### src/rtl/neuron_vector_loader.sv
// rtl/neuron_vector_loader.sv - double-buffered fp32 stream-to-vector loader for neuron_inputNN
module neuron_vector_loader #(
  parameter int N_INPUTS    = 37,
  parameter int DATA_W      = 32,
  parameter int HOLD_CYCLES = 8
) (
  input  logic              clk,
  input  logic              rst,
  input  logic              s_valid,
  output logic              s_ready,
  input  logic [DATA_W-1:0] s_data,
  input  logic              s_last,
  output logic [DATA_W-1:0] vec_out [N_INPUTS],
  output logic              vec_valid,
  output logic              frame_err
);

  localparam int ADDR_W = $clog2(N_INPUTS);
  localparam int IDX_W  = ADDR_W + 1;
  localparam logic [IDX_W-1:0] LAST_IDX  = IDX_W'(N_INPUTS - 1);
  localparam logic [7:0]       HOLD_LOAD = 8'(HOLD_CYCLES - 1);

  typedef enum logic [0:0] {FILL, WAIT_SWAP} state_t;

  state_t            state, state_nxt;
  logic [DATA_W-1:0] bank [2][N_INPUTS];
  logic [IDX_W-1:0]  idx;
  logic              wr_bank, rd_bank;
  logic [7:0]        hold_cnt;
  logic              at_last, store, swap, drop;

  assign at_last = (idx == LAST_IDX);

  always_ff @(posedge clk) begin
    if (rst) state <= FILL;
    else     state <= state_nxt;
  end

  // s_last must coincide exactly with the final slot; any mismatch drops the word
  always_comb begin
    state_nxt = state;
    s_ready   = 1'b0;
    store     = 1'b0;
    swap      = 1'b0;
    drop      = 1'b0;
    case (state)
      FILL: begin
        s_ready = !rst;
        if (s_valid && !rst) begin
          if (s_last != at_last) begin
            drop = 1'b1;
          end else begin
            store = 1'b1;
            if (s_last) begin
              if (hold_cnt == 8'd0) swap = 1'b1;
              else                  state_nxt = WAIT_SWAP;
            end
          end
        end
      end
      WAIT_SWAP: begin
        if (hold_cnt == 8'd0) begin
          swap      = 1'b1;
          state_nxt = FILL;
        end
      end
      default: state_nxt = FILL;
    endcase
  end

  always_ff @(posedge clk) begin
    if (rst) begin
      for (int b = 0; b < 2; b++) begin
        for (int i = 0; i < N_INPUTS; i++) begin
          bank[b][i] <= '0;
        end
      end
      idx       <= '0;
      wr_bank   <= 1'b0;
      rd_bank   <= 1'b1;
      hold_cnt  <= 8'd0;
      vec_valid <= 1'b0;
      frame_err <= 1'b0;
    end else begin
      vec_valid <= swap;
      frame_err <= drop;
      if (hold_cnt != 8'd0) hold_cnt <= hold_cnt - 8'd1;
      if (store) begin
        bank[wr_bank][idx[ADDR_W-1:0]] <= s_data;
        if (!s_last) idx <= idx + 1'b1;
      end
      if (drop) idx <= '0;
      if (swap) begin
        rd_bank  <= wr_bank;
        wr_bank  <= ~wr_bank;
        idx      <= '0;
        hold_cnt <= HOLD_LOAD;
      end
    end
  end

  always_comb begin
    for (int i = 0; i < N_INPUTS; i++) begin
      vec_out[i] = bank[rd_bank][i];
    end
  end

endmodule

### config.mk
export PLATFORM = sky130hd
export DESIGN_NAME = neuron_vector_loader
export DESIGN_NICKNAME = d
export VERILOG_FILES = /design/src/rtl/neuron_vector_loader.sv
export SDC_FILE = /design/constraint.sdc
export NUM_CORES = 2
export LEC_CHECK = 0
export BUFFER_PORTS_ARGS = -buffer_cell sky130_fd_sc_hd__clkbuf_2
export CORE_ASPECT_RATIO = 0.6
export CORE_MARGIN = 2
export CORE_UTILIZATION = 50
export CTS_CLUSTER_SIZE = 25
export DETAILED_ROUTE_END_ITERATION = 10
export PLACE_DENSITY = 0.78
export SETUP_SLACK_MARGIN = 0.02
export SLEW_MARGIN = 0
export SYNTH_ARGS = -nofsm -noshare
export SYNTH_HDL_FRONTEND = slang
export SYNTH_SLANG_ARGS = --single-unit
### constraint.sdc
create_clock -name clk -period 4.58 [get_ports clk]
set_input_delay 0.229 -clock clk [delete_from_list [all_inputs] [get_ports clk]]
set_output_delay 0.229 -clock clk [all_outputs]
set_load 0.01 [all_outputs]
Yosys cells after proc, flatten, opt, wreduce, memory -nomap -nowiden
Memory sizes are Yosys's and may differ from the RTL's. A register that Yosys moved wholly into a read port is not among the register bits. Cells that the tools add are included.

Word-level logic and storage cells: 60. RAM bits: 2368. Bits in registers: 20. Memories kept: 1. Output and inout port bits: 1187.

Bitwise operators: 4. Magnitude comparators: 2. Reductions and logical operators: 10. Mux-type cells: 31. Equality and inequality tests: 2. Add/sub/neg operators: 2.

Memories: bank (words 2, width 1184, read ports 1, clocked after Yosys merged registers in 1, write ports 2, line 26) `logic [DATA_W-1:0] bank [2][N_INPUTS];`.

Operator list (count): 2-to-1 mux 1184 bit (3); OR reduction 1184 bit (1); demux 32 bit (select 6 bit) (1); 2-to-1 mux 32 bit (1); 2-to-1 mux 1 bit (22); zero test 8 bit (1); nonzero test 8 bit (1); subtractor 8 x 1 -> 8 bit (second input constant) (1); adder 7 x 1 -> 7 bit (second input constant) (1); == test 7 x 6 -> 1 bit (second input constant) (1); >= comparator 7 bit (second input constant) (1); less-than comparator 7 x 1 -> 1 bit (second input constant) (1); NOT 6 -> 7 bit (1); 2-to-1 mux 3 bit (2); case mux 1 bit (2 select lines) (2); NOT 1 bit (3); OR reduction 3 bit (1); logical AND 1 bit (2); AND reduction 2 bit (1); nonzero test 2 bit (1); OR reduction 2 bit (1); zero test 1 bit (1); inequality test 1 bit (1).

Longest topological paths before layout
Depth in word-level cells: 10. Gate-level depth with buffers: 12. Gate-level depth less buffers: 7.

Least setup slack after synthesis
Ideal clock, no wire load.

Path kind: reg-to-reg. Start: reg idx[1]. End: mem bank[0][100] in the netlist's numbering, enable pin. Setup slack: 0.693 ns. Arrival: 3.459 ns. Data required time: 4.152 ns. Period minus slack after synthesis: 3.887 ns. Setup time: 0.428 ns. Cell stages (with the launch flop): 11. Cells stage by stage: dfxtp_1 clkbuf_1 inv_1 ha_1 and3b_1 clkbuf_1 xnor2_1 nand2_1 clkbuf_1 clkbuf_1 o21bai_1.

RTL lines: from (decl) (line 27) `logic [IDX_W-1:0] idx;`; from (signal assigned) (line 90) `if (!s_last) idx <= idx + 1'b1;`; to (decl) (line 26).

==> results.yml <==
placed_design:
  place_area_sq_um: 111000
  gp_congestion: 0.869
  io_buffers: 1222
  place_hpwl_microns: 223000
  place_ws_ns: 0.815
sta:
  finalHoldViolCount: 0
  clock_skew_ns: 0.0538
  fin_crit_ns: 3.84
  setup_viol: 0
  setup_slack_ns: 0.739
  rsz0062_at_grt: "false"
  slew-limit-headroom: 0.178
  drv_slew: 0
  whs_ns: 0.0782
  worstMarginPinSlew_ns: 1.23
  setup_tns_ns: 0
  finalCritPeriodShare: 0.839
  clock.fmax_mhz: 260
worst_setup_path:
  path_class: "reg -> reg"
  crit_required_ns: 5.13
  cp-start-kind: "flop"
  endpoint_kind: "flop"
  slowest_stage: "dfxtp_1"
  slowest_delay_ns: 0.65
  crit_chain: "inv_1 -> ha_1 -> and3b_1 -> nand2_1 -> xor2_1 -> a31oi_4 -> buf_12 -> buf_12 -> a211oi_1"
  crit_arrival_ns: 4.39
  rr_worst_depth: 9
  crit_fanout: 121
  path_common_cell: "buf_12"
clock_tree:
  numCtsBuffers: 215
  cts_root_buf: "clkbuf_16"
  cts_resized: 0
  cts_sinks: 2389
  clk_latency_ns: 0.86
  ctsLongestPathBuffers: 4
  cts_tree: "yes"
  clk_pin_slew_ns: 0.07
  htree_levels: 4
  cts_setup_buffers: 0
global_route:
  grt.overflow.total: 0
  grt_pass1_vias: 60400
  grt_max_degree: 160
  antenna_found_initial: 33
  track_usage: 0.352
  grt_pass1_wl_microns: 498000
synth:
  ys_ff_latch: 2389
  synthArstFlopShare: 0
  ys_seq_area_frac: 0.707
  synthDistinctLibCells: 53
  syn-cell-area_sq_um: 101000
  syn_avg_cell_area_sq_um: 17.7
  synth_edf_count: 2368
  syn-num-nets: 5740
  ys_warn_count: 0
  ys.flop_type: "edfxtp_1"
  synth_cells: 5701
drt:
  drt-pass1-iter-count: 5
  drc: 0
  drt_iter0_markers: 10600
  wl_per_cell_microns: 38.3
  ant_nets: 0
  viasPerCell: 6.54
  totalWireLength_microns: 373000
  dr_total_vias: 63600
final_layout:
  fin_area_sq_um: 117000
  final_common_cell: "edfxtp_1"
  fin_util: 0.586
  nets: 6873
  final_cell_mix: "2368 x edfxtp_1, 1221 x clkbuf_2, 1184 x mux2_2, 708 x a211oi_2, 302 x nor2_1"
  synthToLayoutAreaGrowth_pct: 16.2
  layout-drive-gt1-share: 0.545
floorplan:
  rows: 127
  die_h_microns: 352
  die_area_sq_um: 206000
  io_pins: 1223
  core_area_sq_um: 200000
  start_util: 0.505
  die_x_microns: 585
min_path:
  whs_path_depth: 3
  hold_path.class: "in -> reg"
power_and_ir_drop:
  ir_drop_uv: 356
  leakage_nw: 42.4
  powerDensity_nw_per_um2: 390
flow_run:
  maxCapViolCount: 0
run_status:
  status: "finished clean"
-- per-layer routing --
metal,up-vias,track usage,wire [microns]
met1,32500,0.484,135000
met4,2,0.173,21700
met2,5523,0.519,164000
met3,995,0.0921,51500
met5,-,0,13
li1,24600,-,-
-- final timing paths --
path                     from       endpoint  slack [ns]
setup / recovery       idx[1]   bank[0][383]        0.74
hold / removal     s_data[16]  bank[0][1008]        0.08
setup reg to reg       idx[1]   bank[0][383]        0.74
hold reg to reg   hold_cnt[0]    hold_cnt[0]        0.50
-- synth_stat cells (3+ instances only) --
cell type	n	area [sq um]
clkbuf_1	413	1550
buf_8	70	1050
a211oi_2	708	8860
edfxtp_1	2368	71100
nand2b_1	38	238
xnor2_1	6	52.6
buf_1	8	30.0
o21bai_1	41	308
nor2b_1	8	50.1
xor2_1	10	87.6
nor3_1	231	1160
ha_1	3	37.5
a211oi_1	16	120
buf_12	7	140
a21oi_1	35	175
buf_2	91	455
nor2_1	302	1130
and3_1	4	25.0
nand3_1	9	45.0
mux2_2	1184	13300
buf_6	4	45.0
nand2_1	48	180
inv_1	37	139
dfxtp_1	21	420
-- sequential cells by signal (all words and copies together), names as in the netlist, named ones only --
signal,cells
idx,7
rd_bank,1
wr_bank,1
hold_cnt,8
vec_valid,1
frame_err,1
state,1
bank,2368
-- what timing repair did --
item / CTS / global route
hold buffers: 19 / 0
hold endpoints to repair: 132 / 0
endpoints found under the setup margin: 0 / 0
-- worst max-delay path: cells and delay by family, from the launching register on --
kind,cells,cell delay [ns]
xor gates and xnor gates,1,0.12
adders and majority gates,1,0.23
AOI/OAI and AO/OA,2,0.60
and+or+nand+nor,2,0.38
buffers and inverters,3,1.27
DFF,1,0.65
-- cells by family (layout without fill, tap and decap cells) --
group	count (synthesis)	in the layout	synth area share
muxes	1186	1186	0.132
DFF	2389	2389	0.707
xor gates and xnor gates	16	16	0.00139
and+or+nand+nor	659	659	0.0298
adders and majority gates	3	3	0.000371
buffers and inverters	630	1929	0.0337
AOI/OAI and AO/OA	818	818	0.0953
other	0	19	0
-- power by group --
group	internal, W	total (W)	switching [W]
combinational	0.000845	0.00329	0.00244
sequential	0.0249	0.0252	0.000254
clock	0.00921	0.0173	0.00808
total	0.0350	0.0458	0.0108
-- cell type report --
type                       instances  area (sq um)
multi-input combinational       2682         27100
clock buffer                     264          5590
timing repair buffer            1509          8760
clock inverter                   119           857
antenna                           19          47.5
tap                             2709          3390
inverter                          37           218
sequential                      2389         71500
fill                           14600         82900
-- per-stage QoR --
stage	power, W	std cells
6_report	0.0458	9728
5_1_grt	0.0467	9710
4_1_cts	0.0457	9709
3_5_place_dp	0.0289	9307
3_3_place_gp	0.0288	9307
2_1_floorplan	0.0271	5701
(Power assumes the default switching activity.)
